[src/rtl/bcd_display_scanner.sv]
// bcd_display_scanner: converts a 16-bit value to four hex or BCD digits and scans them onto a 4-digit 7-segment display
module bcd_display_scanner #(
  parameter int SCAN_DIV = 10000
) (
  input  logic        clk,
  input  logic        reset,
  input  logic [15:0] value_in,
  input  logic        load,
  input  logic        mode_hex,
  output logic        busy,
  output logic        digits_valid,
  output logic        overflow,
  output logic [3:0]  an,
  output logic [6:0]  cathode
);
  localparam logic [1:0] IDLE = 2'd0, CONVERT = 2'd1, LATCH = 2'd2;
  localparam int PW = $clog2(SCAN_DIV);
  logic [1:0] state;
  logic [15:0] shift;
  logic [19:0] bcd, adj;
  logic [3:0] cnt;
  logic mode;
  logic [3:0][3:0] dig;
  logic [PW-1:0] pre;
  logic [1:0] idx, nidx;
  logic wrap;
  for (genvar i = 0; i < 5; i++) begin : g_adj
    assign adj[4*i+:4] = bcd[4*i+:4] >= 4'd5 ? bcd[4*i+:4] + 4'd3 : bcd[4*i+:4];
  end
  assign busy = state != IDLE;
  assign wrap = pre == PW'(SCAN_DIV - 1);
  assign nidx = idx + 2'd1;
  function automatic logic [6:0] seg(input logic [3:0] d);
    case (d)
      4'h0: seg = 7'b1000000;
      4'h1: seg = 7'b1111001;
      4'h2: seg = 7'b0100100;
      4'h3: seg = 7'b0110000;
      4'h4: seg = 7'b0011001;
      4'h5: seg = 7'b0010010;
      4'h6: seg = 7'b0000010;
      4'h7: seg = 7'b1111000;
      4'h8: seg = 7'b0000000;
      4'h9: seg = 7'b0010000;
      4'hA: seg = 7'b0001000;
      4'hB: seg = 7'b0000011;
      4'hC: seg = 7'b1000110;
      4'hD: seg = 7'b0100001;
      4'hE: seg = 7'b0000110;
      default: seg = 7'b0001110;
    endcase
  endfunction
  always_ff @(posedge clk or negedge reset) begin
    if (!reset) begin
      state <= IDLE;
      shift <= '0;
      bcd <= '0;
      cnt <= '0;
      mode <= 1'b0;
      dig <= '0;
      digits_valid <= 1'b0;
      overflow <= 1'b0;
    end else begin
      case (state)
        IDLE: if (load) begin
          shift <= value_in;
          mode <= mode_hex;
          bcd <= '0;
          cnt <= '0;
          state <= mode_hex ? LATCH : CONVERT;
        end
        CONVERT: begin
          {bcd, shift} <= {adj, shift} << 1;
          cnt <= cnt + 4'd1;
          if (cnt == 4'd15) state <= LATCH;
        end
        LATCH: begin
          dig <= mode ? shift : bcd[15:0];
          overflow <= !mode && bcd[19:16] != 4'd0;
          digits_valid <= 1'b1;
          state <= IDLE;
        end
        default: state <= IDLE;
      endcase
    end
  end
  // an/cathode change only on prescaler wrap, so a fresh latch shows from the next scan edge
  always_ff @(posedge clk or negedge reset) begin
    if (!reset) begin
      pre <= '0;
      idx <= '0;
      an <= 4'b1110;
      cathode <= 7'b1111111;
    end else begin
      pre <= wrap ? '0 : pre + 1'b1;
      if (wrap) begin
        idx <= nidx;
        an <= ~(4'b0001 << nidx);
        cathode <= !digits_valid ? 7'b1111111 : overflow ? 7'b0111111 : seg(dig[nidx]);
      end
    end
  end
endmodule

[config.mk]
export PLATFORM = sky130hd
export DESIGN_NAME = bcd_display_scanner
export DESIGN_NICKNAME = d
export VERILOG_FILES = /design/src/rtl/bcd_display_scanner.sv
export SDC_FILE = /design/constraint.sdc
export NUM_CORES = 1
export LEC_CHECK = 0
export ABC_CLOCK_PERIOD_IN_PS = 3100
export CAP_MARGIN = 20
export CORE_MARGIN = 4
export CORE_UTILIZATION = 45
export CTS_BUF_LIST = sky130_fd_sc_hd__clkbuf_8
export DETAILED_ROUTE_END_ITERATION = 6
export GPL_ROUTABILITY_DRIVEN = 0
export PLACE_DENSITY = 0.71
export SYNTH_ARGS = -nofsm -noshare
export SYNTH_HDL_FRONTEND = slang
export SYNTH_SLANG_ARGS = --single-unit
[constraint.sdc]
create_clock -name clk -period 3.1 [get_ports clk]
set_input_delay 0.775 -clock clk [delete_from_list [all_inputs] [get_ports clk]]
set_output_delay 0.775 -clock clk [all_outputs]
set_load 0.02 [all_outputs]
==> results of run 1 <==
-- per-layer routing --
metal	up-vias	global-route usage, %	share of wire [%]
met2	45	28.4	49
met5	-	0	0
met3	10	4.18	3.6
met1	1604	22.4	46
li1	1607	-	-
met4	0	4.87	1.1
-- critical path, delay by kind of cell (launching register included) --
| kind | cells | cell delay [ps] |
|---|---|---|
| buf+inv | 1 | 540 |
| flops | 1 | 450 |
| simple gates | 1 | 310 |
-- flip-flops by register name (all words and copies together), names as in the netlist, 2 cells and up --
name and count:
dig 16, idx 2, an 4, cathode 7
shift 16, cnt 4, bcd 20, state 2
pre 14
-- cells by family after synthesis --
family / count (synthesis) / share of synthesized area (%)
xor gates and xnor gates: 21 / 4.08
DFF: 88 / 49.2
adders and majority gates: 23 / 6.39
buffers and inverters: 43 / 3.83
muxes: 32 / 8.44
and+or+nand+nor: 146 / 15.4
AOI/OAI and AO/OA: 93 / 12.7
-- placed cells by master, fill, tap and decap left out, types with 3 or more instances in the layout --
master | synthesis | layout
sky130_fd_sc_hd__nand4_1 | 5 | 5
sky130_fd_sc_hd__a21oi_1 | 12 | 12
sky130_fd_sc_hd__nand2_1 | 56 | 56
sky130_fd_sc_hd__mux2i_1 | 20 | 20
sky130_fd_sc_hd__inv_1 | 18 | 21
sky130_fd_sc_hd__o21ai_1 | 4 | 4
sky130_fd_sc_hd__o21ai_0 | 37 | 37
sky130_fd_sc_hd__nand3b_1 | 3 | 3
sky130_fd_sc_hd__ha_1 | 23 | 23
sky130_fd_sc_hd__dfrtp_1 | 78 | 78
sky130_fd_sc_hd__mux2_2 | 8 | 8
sky130_fd_sc_hd__and3_1 | 5 | 5
sky130_fd_sc_hd__a32o_1 | 5 | 5
sky130_fd_sc_hd__clkbuf_8 | 0 | 10
sky130_fd_sc_hd__nand3_1 | 25 | 25
sky130_fd_sc_hd__xnor2_1 | 10 | 10
sky130_fd_sc_hd__nand2b_1 | 9 | 9
sky130_fd_sc_hd__o22ai_1 | 7 | 7
sky130_fd_sc_hd__a31oi_1 | 3 | 3
sky130_fd_sc_hd__o31ai_1 | 10 | 10
sky130_fd_sc_hd__and2_1 | 3 | 3
sky130_fd_sc_hd__mux4_2 | 4 | 4
sky130_fd_sc_hd__buf_4 | 1 | 6
sky130_fd_sc_hd__clkdlybuf4s50_1 | 0 | 32
sky130_fd_sc_hd__nor2_1 | 29 | 29
sky130_fd_sc_hd__dfstp_2 | 10 | 10
sky130_fd_sc_hd__a22oi_1 | 9 | 9
sky130_fd_sc_hd__xor2_1 | 11 | 11
-- power by group through the flow --
| stage | Sequential [mW] | Clock (mW) | Combinational (mW) |
|---|---|---|---|
| 2_1_floorplan | 1.69 | 0 | 1.21 |
| 3_3_place_gp | 1.82 | 0 | 1.48 |
| 3_5_place_dp | 1.83 | 0 | 1.54 |
| 4_1_cts | 1.81 | 0.716 | 1.55 |
| 5_1_grt | 1.86 | 0.757 | 1.76 |
| 6_report | 1.81 | 0.696 | 1.55 |
-- path summary, 6_finish.rpt --
path                            startpoint  cells past startpoint    endpoint
worst max-delay path              state[0]                      2        busy
worst min-delay path                 reset                      1      bcd[4]
worst max register to register      idx[0]                      8  cathode[4]
worst min register to register      pre[0]                      1      pre[0]
max in group asynchronous            reset                      2  cathode[6]
min in group clk                    pre[0]                      1      pre[0]
-- area by class of cell --
class / instances / area, um^2
tap: 133 / 166
clock inverter: 6 / 28.8
timing repair buffer: 40 / 400
sequential: 88 / 2210
fill: 872 / 4640
multi-input combinational: 315 / 2120
inverter: 18 / 67.6
clock buffer: 10 / 138
-- per-stage QoR --
step	instances	worst slack (ps)	utilization, %	cell area (um^2)
after floorplan	446	919	-	4510
final	610	671	52.5	5130
after CTS	609	647	52.4	5120
after detailed placement	593	495	50.7	4950
after global placement	593	561	50.7	4950
after global routing	610	452	52.5	5130
==> implementation parameters, run 1 <==
Parameter                              Value

Run status
  Outcome ... complete, no violations

Yosys
  Fraction of the yosys area taken by sequential cells ... 49.2%
  Cell with the most instances after synthesis ... sky130_fd_sc_hd__dfrtp_1
  Top cells by area, synth ... sky130_fd_sc_hd__dfrtp_1 (43%), sky130_fd_sc_hd__ha_1 (6.4%), sky130_fd_sc_hd__dfstp_2 (5.8%)
  Number of enable flip-flop cells after synthesis ... 0
  Post-Synthesis Net Count ... 489
  Syn. warnings ... 0
  Synth cell types ... 43
  Count of mapped cells out of synthesis ... 446
  Fraction of registers with async set or reset after synthesis ... 100%
  Summed instance area of the synthesized netlist ... 4510 um^2
  List of most frequent post-synthesis cells ... sky130_fd_sc_hd__dfrtp_1 (78), sky130_fd_sc_hd__nand2_1 (56), sky130_fd_sc_hd__o21ai_0 (37)
  Synthesis-stage register bit count ... 88
  Share of the synthesized area in the top cell type ... 43.3%
  Primary FF master, synth ... sky130_fd_sc_hd__dfrtp_1
  Average cell area after synthesis ... 10.1 um^2
  Library cell occupying the most area in the post-synthesis netlist ... sky130_fd_sc_hd__dfrtp_1

STA
  Final-report hold violation count ... 0
  Final critical-path share of the clock period ... 78.4%
  Setup skew after layout ... 16.8 ps
  Setup total negative slack ... 0 ps
  Worst max-slew margin expressed relative to the limit ... 38.4%
  Least-Margin Pin Slew ... 924 ps
  Number of pins with negative max-slew slack in the final report ... 0
  Post-Route Hold Slack ... 384 ps
  Time the final worst path needs with I/O delays and setup ... 2430 ps
  RSZ-0062 raised after global routing ... no
  Fmax ... 0.412 GHz
  Final-report setup violation count ... 0

Power
  Proportion of total power due to net switching ... 39.4%
  Clock group share of total power ... 17.2%
  Combinational group share of total power ... 38.2%
  Total power ... between 4 and 5 mW
  Leakage dissipation ... ~2.2 nW
  Total power density per cell area ... 788 nW/um^2
  Total internal power ... roughly 2.5 mW
  Max VDD drop ... 0.539 mV
  Switching component of the power ... 1.59 mW
  Part of the power in registers ... around 45%

Routing
  Number of nets with antenna violations after detailed routing ... 0
  WL per Instance ... around 15 um
  Router iterations before antenna repair ... 4
  Number of remaining DRC errors ... 0
  Number of design-rule violations left by the first detailed-router iteration ... 187
  Total Routed Length ... 9250 um
  Via count of the routed design ... between 3,000 and 4,000
  Routed via count divided by cell count ... approximately 5.4

Floorplanning
  # rows ... 36
  I/O pin cnt ... 34
  CORE AREA ... 9770 um^2
  Starting density of the core ... between 40% and 50%
  Full die area ... 11,700 um^2
  Die Span Y ... between 100 and 150 um
  Horizontal die dimension ... 108 um

CTS
  CTS tree ... done
  Post-cts sizing count ... 0
  Total CTS buffers ... 9
  Hold buffers post-CTS ... 0
  Clock-pin slew of the registers on the worst-case setup and hold paths ... 90 ps
  Deepest level of the CTS H-tree ... 3
  Maximum buffer depth of the clock tree ... 2
  Clock root buffer ... sky130_fd_sc_hd__clkbuf_8
  Clock insertion delay at the later pin of the skew report ... between 300 and 400 ps
  Buffer count from post-CTS setup fixing ... 0
  Clock sinks ... 88

GRT
  Number of global-route vias before repair ... 3,334
  Total routing resource utilization after global routing ... roughly 17%
  Antenna violations before repair ... 0
  First-pass GRT wire length ... roughly 16,000 um
  Maximum number of pins on one net before global-route repair ... 51
  Remaining Overflow, GRT ... 0

Setup path
  Crit path max-delay cell type ... sky130_fd_sc_hd__clkdlybuf4s50_1
  Data arrival time at the worst-slack endpoint ... roughly 1700 ps
  Largest stage delay on the critical path ... 540 ps
  Type of destination of the critical path ... output port
  Worst endpoint required time ... 2320 ps
  Ordered cell list for the critical path ... or2_2 -> clkdlybuf4s50_1
  Reg-to-reg setup timing slack ... between 600 and 700 ps
  Worst Setup Start Kind ... flop
  Critical-path maximum fanout ... 8
  Critical setup path kind ... reg -> out

Place
  Count of input and output buffers ... 33
  HPWL after detailed placement ... between 6000 and 7000 um

Job
  # Max-Cap Violations ... 0

Layout
  Number of nets in the layout ... 515
  Antenna diode instance count ... 0
  Area growth from synthesis to layout ... 13.9%
  Fraction of final layout cells with drive strength greater than 1 ... between 10 and 15%

Min path
  Tightest Hold Check Type ... in -> async
(Power assumes the default switching activity.)
==> run 2: changes to the inputs <==
Settings changed: ABC_CLOCK_PERIOD_IN_PS 3100 to 2150, PLACE_DENSITY 0.71 to 0.73.
Clock period 3.1 ns to 2.15 ns, I/O delays scaled along.
==> run 2 against run 1 <==
Compared with the run above: clock power increased by 64%; sequential share of layout area decreased by 1.0 points; core utilization increased by 1.3 points; via count increased by 1.3%; first-iteration DRC count decreased by 12%; critical path depth increased by 6; cell area increased by 2.5%; largest cell class unchanged; largest power group unchanged.
==> implementation parameters, run 2 (synthesis results as in run 1) <==
Parameter                              Value

STA
  Setup skew after layout ... 9.96 ps (-6.82 ps)
  Number of pins with negative max-slew slack in the final report ... 0 (unchanged)
  Fmax ... 0.480 GHz
  Time the final worst path needs with I/O delays and setup ... 2080 ps
  Least-Margin Pin Slew ... 719 ps (-204 ps)
  Setup total negative slack ... 0 ps (unchanged)
  Final-report setup violation count ... 0 (unchanged)
  RSZ-0062 raised after global routing ... no
  Final critical-path share of the clock period ... 96.8%
  Final-report hold violation count ... 0 (unchanged)
  Worst max-slew margin expressed relative to the limit ... 51.9% (+13 points)

Routing
  Routed via count divided by cell count ... 5.30 (-1.0%)
  Number of nets with antenna violations after detailed routing ... 0 (unchanged)
  WL per Instance ... 14.9 um (-1.7%)
  Number of remaining DRC errors ... 0 (unchanged)
  Total Routed Length ... 9300 um (+0.57%)
  Router iterations before antenna repair ... 4 (unchanged)
  Via count of the routed design ... 3,307 (+1.3%)
  Number of design-rule violations left by the first detailed-router iteration ... 164 (-12%)

Power
  Combinational group share of total power ... 38.7% (+0.5 points)
  Proportion of total power due to net switching ... 39.0% (-0.45 points)
  Total internal power ... 3.66 mW (+49%)
  Leakage dissipation ... 2.30 nW (+2.6%)
  Switching component of the power ... 2.34 mW (+46%)
  Total power ... 6.00 mW (+48%)
  Max VDD drop ... 1.05 mV (+95%)
  Part of the power in registers ... 42.4% (-2.2 points)
  Total power density per cell area ... 1140 nW/um^2 (+45%)
  Clock group share of total power ... 19.0% (+1.8 points)

CTS
  Clock root buffer ... sky130_fd_sc_hd__clkbuf_8
  CTS tree ... done
  Clock insertion delay at the later pin of the skew report ... 370 ps (about the same)
  Clock sinks ... 88 (unchanged)
  Maximum buffer depth of the clock tree ... 2 (unchanged)
  Total CTS buffers ... 9 (unchanged)
  Hold buffers post-CTS ... 0 (unchanged)
  Clock-pin slew of the registers on the worst-case setup and hold paths ... 90 ps (about the same)
  Deepest level of the CTS H-tree ... 3 (unchanged)

Layout
  Area growth from synthesis to layout ... 16.8%
  Footprint of the multi-input gates ... 2130 um^2 (+0.71%)
  Number of cells in the finished layout apart from fillers ... 624 (+2.3%)
  Fill count ... 893 (+2.4%)
  Most common library cell in the layout ignoring fill and taps ... sky130_fd_sc_hd__dfrtp_1
  Most flops, register ... bcd
  Number of nets in the layout ... 529 (+2.7%)
  Final Util ... 53.8% (+1.3 points)
  Highest-count cells in the layout ignoring fill and taps ... sky130_fd_sc_hd__dfrtp_1 (78), sky130_fd_sc_hd__nand2_1 (56), sky130_fd_sc_hd__o21ai_0 (37)
  Register area ... 2210 um^2 (unchanged)
  Flip-flop count of the largest register after layout ... 20 (unchanged)
  Summed area of non-filler cells in the final layout ... 5260 um^2 (+2.5%)
  Largest registers in the final layout ... bcd: 20 flops, dig: 16 flops, shift: 16 flops
  Fraction of final layout cells with drive strength greater than 1 ... 14.3% (+4.0 points)
  Antenna diode instance count ... 0 (unchanged)

Job
  # Max-Cap Violations ... 0 (unchanged)

Setup path
  Worst Setup Start Kind ... flop
  Largest stage delay on the critical path ... 410 ps (-130 ps)
  Worst endpoint required time ... 2450 ps (+130 ps)
  Crit path max-delay cell type ... sky130_fd_sc_hd__dfrtp_1
  Type of destination of the critical path ... flop
  Data arrival time at the worst-slack endpoint ... 2380 ps (+730 ps)
  Critical setup path kind ... reg -> reg
  Ordered cell list for the critical path ... inv_2 -> ha_4 -> mux4_2 -> buf_4 -> ha_1 -> mux2_2 -> mux2i_1 -> a21oi_1
  Critical-path maximum fanout ... 5 (-3)

Min path
  Tightest Hold Check Type ... in -> async

GRT
  Total routing resource utilization after global routing ... 17.1% (-0.046 points)
  First-pass GRT wire length ... 15,700 um (-0.87%)
  Antenna violations before repair ... 0 (unchanged)
  Number of global-route vias before repair ... 3,240 (-2.8%)
  Maximum number of pins on one net before global-route repair ... 46 (-9.8%)
  Remaining Overflow, GRT ... 0 (unchanged)

Floorplanning
  Horizontal die dimension ... 108 um (unchanged)
  # rows ... 36 (unchanged)
  CORE AREA ... 9770 um^2 (unchanged)
  I/O pin cnt ... 34 (unchanged)
  Full die area ... 11,700 um^2 (unchanged)
  Starting density of the core ... 46.1% (unchanged)
  Die Span Y ... 108 um (unchanged)

Place
  Count of input and output buffers ... 33 (unchanged)
  Area post-placement ... 5040 um^2 (+1.8%)
  Inst Count DP ... 605 (+2.0%)
  HPWL after detailed placement ... 6720 um (+2.2%)

Run status
  Outcome ... complete, no violations
-- run 2: cell count changes in the layout (fill, tap and decap cells not counted), moves of 2 or more --
cell / previous run / this run
sky130_fd_sc_hd__inv_2: 0 / 2
sky130_fd_sc_hd__clkinvlp_4: 1 / 3
sky130_fd_sc_hd__inv_1: 21 / 16
sky130_fd_sc_hd__ha_1: 23 / 21
sky130_fd_sc_hd__buf_4: 6 / 22
-- run 2: timing repair --
action | 4_1_cts | 5_1_grt
gates resized for setup | 1 | 3
endpoints found under the setup margin | 2 | 5
setup buffers | 1 | 2
-- run 2: area by class of cell --
cell class                      count  area share [%]
Clock inverter                      7            1.36
Tap cell                          133            3.16
Clock buffer                        9            2.35
Multi-Input combinational cell    315            40.5
Timing Repair Buffer               54            9.20
Sequential cell                    88            42.1
Inverter                           18            1.28
-- run 2: power groups by stage --
| stage | sequential (mW) | combinational (mW) | clock [mW] |
|---|---|---|---|
| 3_3_place_gp | 2.55 | 2.22 | 0 |
| 5_1_grt | 2.60 | 2.61 | 1.24 |
| 2_1_floorplan | 2.44 | 1.75 | 0 |
| 3_5_place_dp | 2.57 | 2.31 | 0 |
| 6_report | 2.54 | 2.32 | 1.14 |
| 4_1_cts | 2.54 | 2.31 | 1.17 |
-- run 2: path summary, 6_finish.rpt --
check,start,slack (ps),endpoint,cells after the start
worst max register to register,idx[0],70,cathode[3],8
worst min register to register,pre[0],460,pre[0],1
worst max-delay path,idx[0],70,cathode[3],8
min in group clk,pre[0],460,pre[0],1
worst min-delay path,reset,170,dig[7],1
max in group asynchronous,reset,1340,bcd[12],2
-- run 2: critical path, delay by kind of cell (launching register included) --
kind / cells / cell delay [ps]
mux: 3 / 770
fa+ha+maj: 2 / 520
flops: 1 / 410
buf+inv: 2 / 260
compound gates: 1 / 80
-- run 2: routing by layer --
layer	up-vias	part of all wire, %	GRT usage (%)	wire length (um)
li1	1639	-	-	-
met1	1617	46	22.2	4270
met3	12	3.6	4.18	332
met4	0	1.2	4.60	113
met5	-	0	0	0
met2	39	49	28.6	4580
-- run 2: stage by stage --
stage / hold WS, ps / worst slack (ps)
6_report: 173 / 68.1
5_1_grt: 192 / 0.848
4_1_cts: 170 / 53.1
3_5_place_dp: 450 / -43.3
3_3_place_gp: 442 / 18.6
2_1_floorplan: 242 / 32.6
==> run 3: changes to the inputs <==
Settings changed: ABC_AREA set to 1.
==> run 3 against run 2 <==
Compared with the run above: sequential power grew 4%; global-route usage increased by 1.4 points; power increased by 4.6%; register-to-register slack improved by 100 ps; highest routed layer unchanged; synthesized cell count grew 24%.
==> implementation parameters, run 3 <==
Parameter                              Value

Run status
  Outcome ... complete, no violations

Setup path
  Worst Setup SP ... state[0]
  Startpoint of the lowest-slack register-to-register path ... idx[1]
  Bufs and invs on worst path ... 2 (unchanged)
  Worst endpoint required time ... 1610 ps (-840 ps)
  Critical setup path kind ... reg -> out
  Worst Setup Start Kind ... flop
  Critical-path maximum fanout ... 3 (-2)
  Ordered cell list for the critical path ... nor2_1 -> inv_1 -> clkdlybuf4s50_1
  Logic depth of the worst setup path including buffers ... 3 (-5)
  Family of cells with the greatest summed delay on the critical path ... buffers and inverters
  Critical R2R Capture ... cathode[3]
  Reg2reg path depth ... 12 (+4)
  Crit path max-delay cell type ... sky130_fd_sc_hd__clkdlybuf4s50_1
  Reg-to-reg setup timing slack ... 170 ps (+100 ps)
  Largest stage delay on the critical path ... 530 ps (+120 ps)
  Data arrival time at the worst-slack endpoint ... 1550 ps (-830 ps)
  Critical path destination ... busy
  Type of destination of the critical path ... output port

Yosys
  Cell with the most instances after synthesis ... sky130_fd_sc_hd__nand2_1
  Count of mapped cells out of synthesis ... 554 (+24%)
  Largest family of logic cells by synthesized area ... simple AND/OR/NAND/NOR gates
  Mux cell area share after synthesis ... 0% (-8.4 points)
  Share of the synthesized area in the top cell type ... 41.7% (-1.6 points)
  Synth cell types ... 39 (-9.3%)
  Fraction of the yosys area taken by sequential cells ... 47.3% (-1.8 points)
  List of most frequent post-synthesis cells ... sky130_fd_sc_hd__nand2_1 (114), sky130_fd_sc_hd__dfrtp_1 (78), sky130_fd_sc_hd__o21ai_0 (76)
  Top cells by area, synth ... sky130_fd_sc_hd__dfrtp_1 (42%), sky130_fd_sc_hd__nand2_1 (9.1%), sky130_fd_sc_hd__o21ai_0 (8.1%)
  Post-synthesis share of cell area spent on and, or, nand and nor gates ... 20.9% (+5.5 points)
  Adder-cell share of the synthesized area ... 6.15% (-0.24 points)
  Average cell area after synthesis ... 8.45 um^2 (-16%)
  Fraction of the mapped netlist area in compound gates ... 16.2% (+3.5 points)
  Synthesis-stage register bit count ... 88 (unchanged)
  Post-Synthesis Net Count ... 597 (+22%)
  Synthesized-area fraction occupied by xor and xnor cells ... 2.06% (-2.0 points)
  Primary FF master, synth ... sky130_fd_sc_hd__dfrtp_1
  Syn. warnings ... 0 (unchanged)
  Summed instance area of the synthesized netlist ... 4680 um^2 (+3.9%)
  Fraction of registers with async set or reset after synthesis ... 100% (unchanged)
  Library cell occupying the most area in the post-synthesis netlist ... sky130_fd_sc_hd__dfrtp_1
  Number of enable flip-flop cells after synthesis ... 0 (unchanged)

GRT
  Remaining Overflow, GRT ... 0 (unchanged)
  First-pass GRT wire length ... 17,700 um (+13%)
  Number of global-route vias before repair ... 3,868 (+19%)
  Antenna violations before repair ... 0 (unchanged)
  Maximum number of pins on one net before global-route repair ... 37 (-20%)
  Total routing resource utilization after global routing ... 18.5% (+1.4 points)

Floorplanning
  Starting density of the core ... 47.0% (+0.93 points)
  I/O pin cnt ... 34 (unchanged)
  Horizontal die dimension ... 110 um (+1.8%)
  CORE AREA ... 9950 um^2 (+1.8%)
  Full die area ... 12,100 um^2 (+3.6%)
  # rows ... 36 (unchanged)
  Die Span Y ... 110 um (+1.8%)

CTS
  Maximum buffer depth of the clock tree ... 2 (unchanged)
  Total CTS buffers ... 9 (unchanged)
  Clock sinks ... 88 (unchanged)
  Deepest level of the CTS H-tree ... 3 (unchanged)
  CTS tree ... done
  Clock root buffer ... sky130_fd_sc_hd__clkbuf_8
  Hold buffers post-CTS ... 0 (unchanged)
  Clock insertion delay at the later pin of the skew report ... 360 ps (about the same)
  Clock-pin slew of the registers on the worst-case setup and hold paths ... 100 ps (about the same)

Layout
  Fill count ... 879 (-1.6%)
  Footprint of the multi-input gates ... 2140 um^2 (+0.18%)
  Flip-flop count of the largest register after layout ... 20 (unchanged)
  Antenna diode instance count ... 0 (unchanged)
  Largest registers in the final layout ... bcd: 20 flops, dig: 16 flops, shift: 16 flops
  Fraction of final layout cells with drive strength greater than 1 ... 11.9% (-2.4 points)
  Number of nets in the layout ... 636 (+20%)
  Most common library cell in the layout ignoring fill and taps ... sky130_fd_sc_hd__nand2_1
  Area growth from synthesis to layout ... 15.4%
  Register area ... 2210 um^2 (unchanged)
  Highest-count cells in the layout ignoring fill and taps ... sky130_fd_sc_hd__nand2_1 (112), sky130_fd_sc_hd__dfrtp_1 (78), sky130_fd_sc_hd__o21ai_0 (76)
  Most flops, register ... bcd

STA
  Setup skew after layout ... 12.8 ps (+2.87 ps)
  Worst max-slew margin expressed relative to the limit ... 47.7% (-4.2 points)
  Setup total negative slack ... 0 ps (unchanged)
  Fmax ... 0.479 GHz (-0.28%)
  Final critical-path share of the clock period ... 97.1% (+0.27 points)
  Final-report setup violation count ... 0 (unchanged)
  Time the final worst path needs with I/O delays and setup ... 2090 ps (+5.80 ps)
  Final-report hold violation count ... 0 (unchanged)
  Number of pins with negative max-slew slack in the final report ... 0 (unchanged)
  RSZ-0062 raised after global routing ... no
  Least-Margin Pin Slew ... 784 ps (+64.8 ps)

Power
  Max VDD drop ... 0.779 mV (-26%)
  Proportion of total power due to net switching ... 42.0% (+3.0 points)
  Clock group share of total power ... 19.0% (about the same)
  Total power density per cell area ... 1160 nW/um^2 (+1.9%)
  Total power ... 6.27 mW (+4.6%)
  Leakage dissipation ... 2.53 nW (+10%)
  Combinational group share of total power ... 38.8% (about the same)
  Total internal power ... 3.64 mW (-0.55%)
  Part of the power in registers ... 42.2% (-0.2 points)
  Switching component of the power ... 2.63 mW (+13%)

Routing
  Total Routed Length ... 10,500 um (+13%)
  Via count of the routed design ... 3,862 (+17%)
  Routed via count divided by cell count ... 5.28 (-0.31%)
  WL per Instance ... 14.3 um (-3.9%)
  Number of design-rule violations left by the first detailed-router iteration ... 247 (+51%)
  Number of remaining DRC errors ... 0 (unchanged)
  Router iterations before antenna repair ... 5 (+1)
  Number of nets with antenna violations after detailed routing ... 0 (unchanged)

Min path
  Tightest Hold Check Type ... in -> async

Job
  # Max-Cap Violations ... 0 (unchanged)

Place
  Count of input and output buffers ... 33 (unchanged)
  HPWL after detailed placement ... 7500 um (+12%)
-- run 3: changes by cell type in the layout (fill, tap and decap cells not counted), sizes merged, moves of 8 or more --
cell | before | now
a21oi | 12 | 30
o21ai | 41 | 84
mux2i | 20 | 0
nor2 | 30 | 45
nand2b | 9 | 0
xnor2 | 10 | 1
mux2 | 8 | 0
buf | 22 | 12
o31ai | 10 | 0
inv | 19 | 66
nand2 | 56 | 123
nand3 | 25 | 34
-- run 3: repair_timing --
item / in CTS / in global routing
gates resized for setup: 0 / 5
cloned: 0 / 0
endpoints found under the setup margin: 2 / 7
setup buffers: 1 / 0
-- run 3: worst min path at each step --
stage | slack (ps) | startpoint | to | cells after the start
after floorplan | 240 | reset | an[0] | 0
after global placement | 440 | pre[0] | pre[0] | 1
after detailed placement | 460 | pre[0] | pre[0] | 1
after CTS | 120 | reset | pre[12] | 1
after global routing | 150 | reset | pre[13] | 1
final | 120 | reset | shift[12] | 1
-- run 3: cell type report --
cell class                      count  share of cell area (%)
Clock buffer                       10                    2.55
Clock inverter                      6                    1.25
Inverter                           66                    4.73
Multi-Input combinational cell    384                    39.6
Sequential cell                    88                    41.0
Tap cell                          133                    3.08
Timing Repair Buffer               44                    7.83
-- run 3: per-stage QoR --
stage                     instance area, um^2  hold slack, ps  std cells  utilization [%]  setup slack [ps]
after floorplan                          4680             242        554                -               109
after global placement                   5170             442        714             51.9               145
after detailed placement                 5170             461        714             51.9              32.4
after CTS                                5380             121        731             54.1              3.10
after global routing                     5400             148        731             54.3              10.3
final                                    5400             122        731             54.3              62.3
-- run 3: logic make-up after synthesis --
| logic type | count (synthesis) |
|---|---|
| AO/OA/AOI/OAI | 139 |
| adder cells (fa/ha/maj) | 23 |
| AND/OR/NAND/NOR | 211 |
| flip-flops | 88 |
| XOR/XNOR | 11 |
| buffers and inverters | 82 |
-- run 3: layer usage --
metal	track usage, %	vias to the layer above	wire (um)
li1	-	1890	-
met1	24.4	1861	4660
met2	30.8	96	5190
met3	4.19	15	504
met4	4.72	0	112
met5	0	-	0
-- run 3: power groups by stage --
stage	Sequential, mW	Combinational [mW]	Clock [mW]
after global routing	2.72	2.80	1.28
after global placement	2.65	2.29	0
after detailed placement	2.67	2.40	0
after CTS	2.64	2.41	1.21
final	2.65	2.43	1.19
after floorplan	2.53	1.81	0
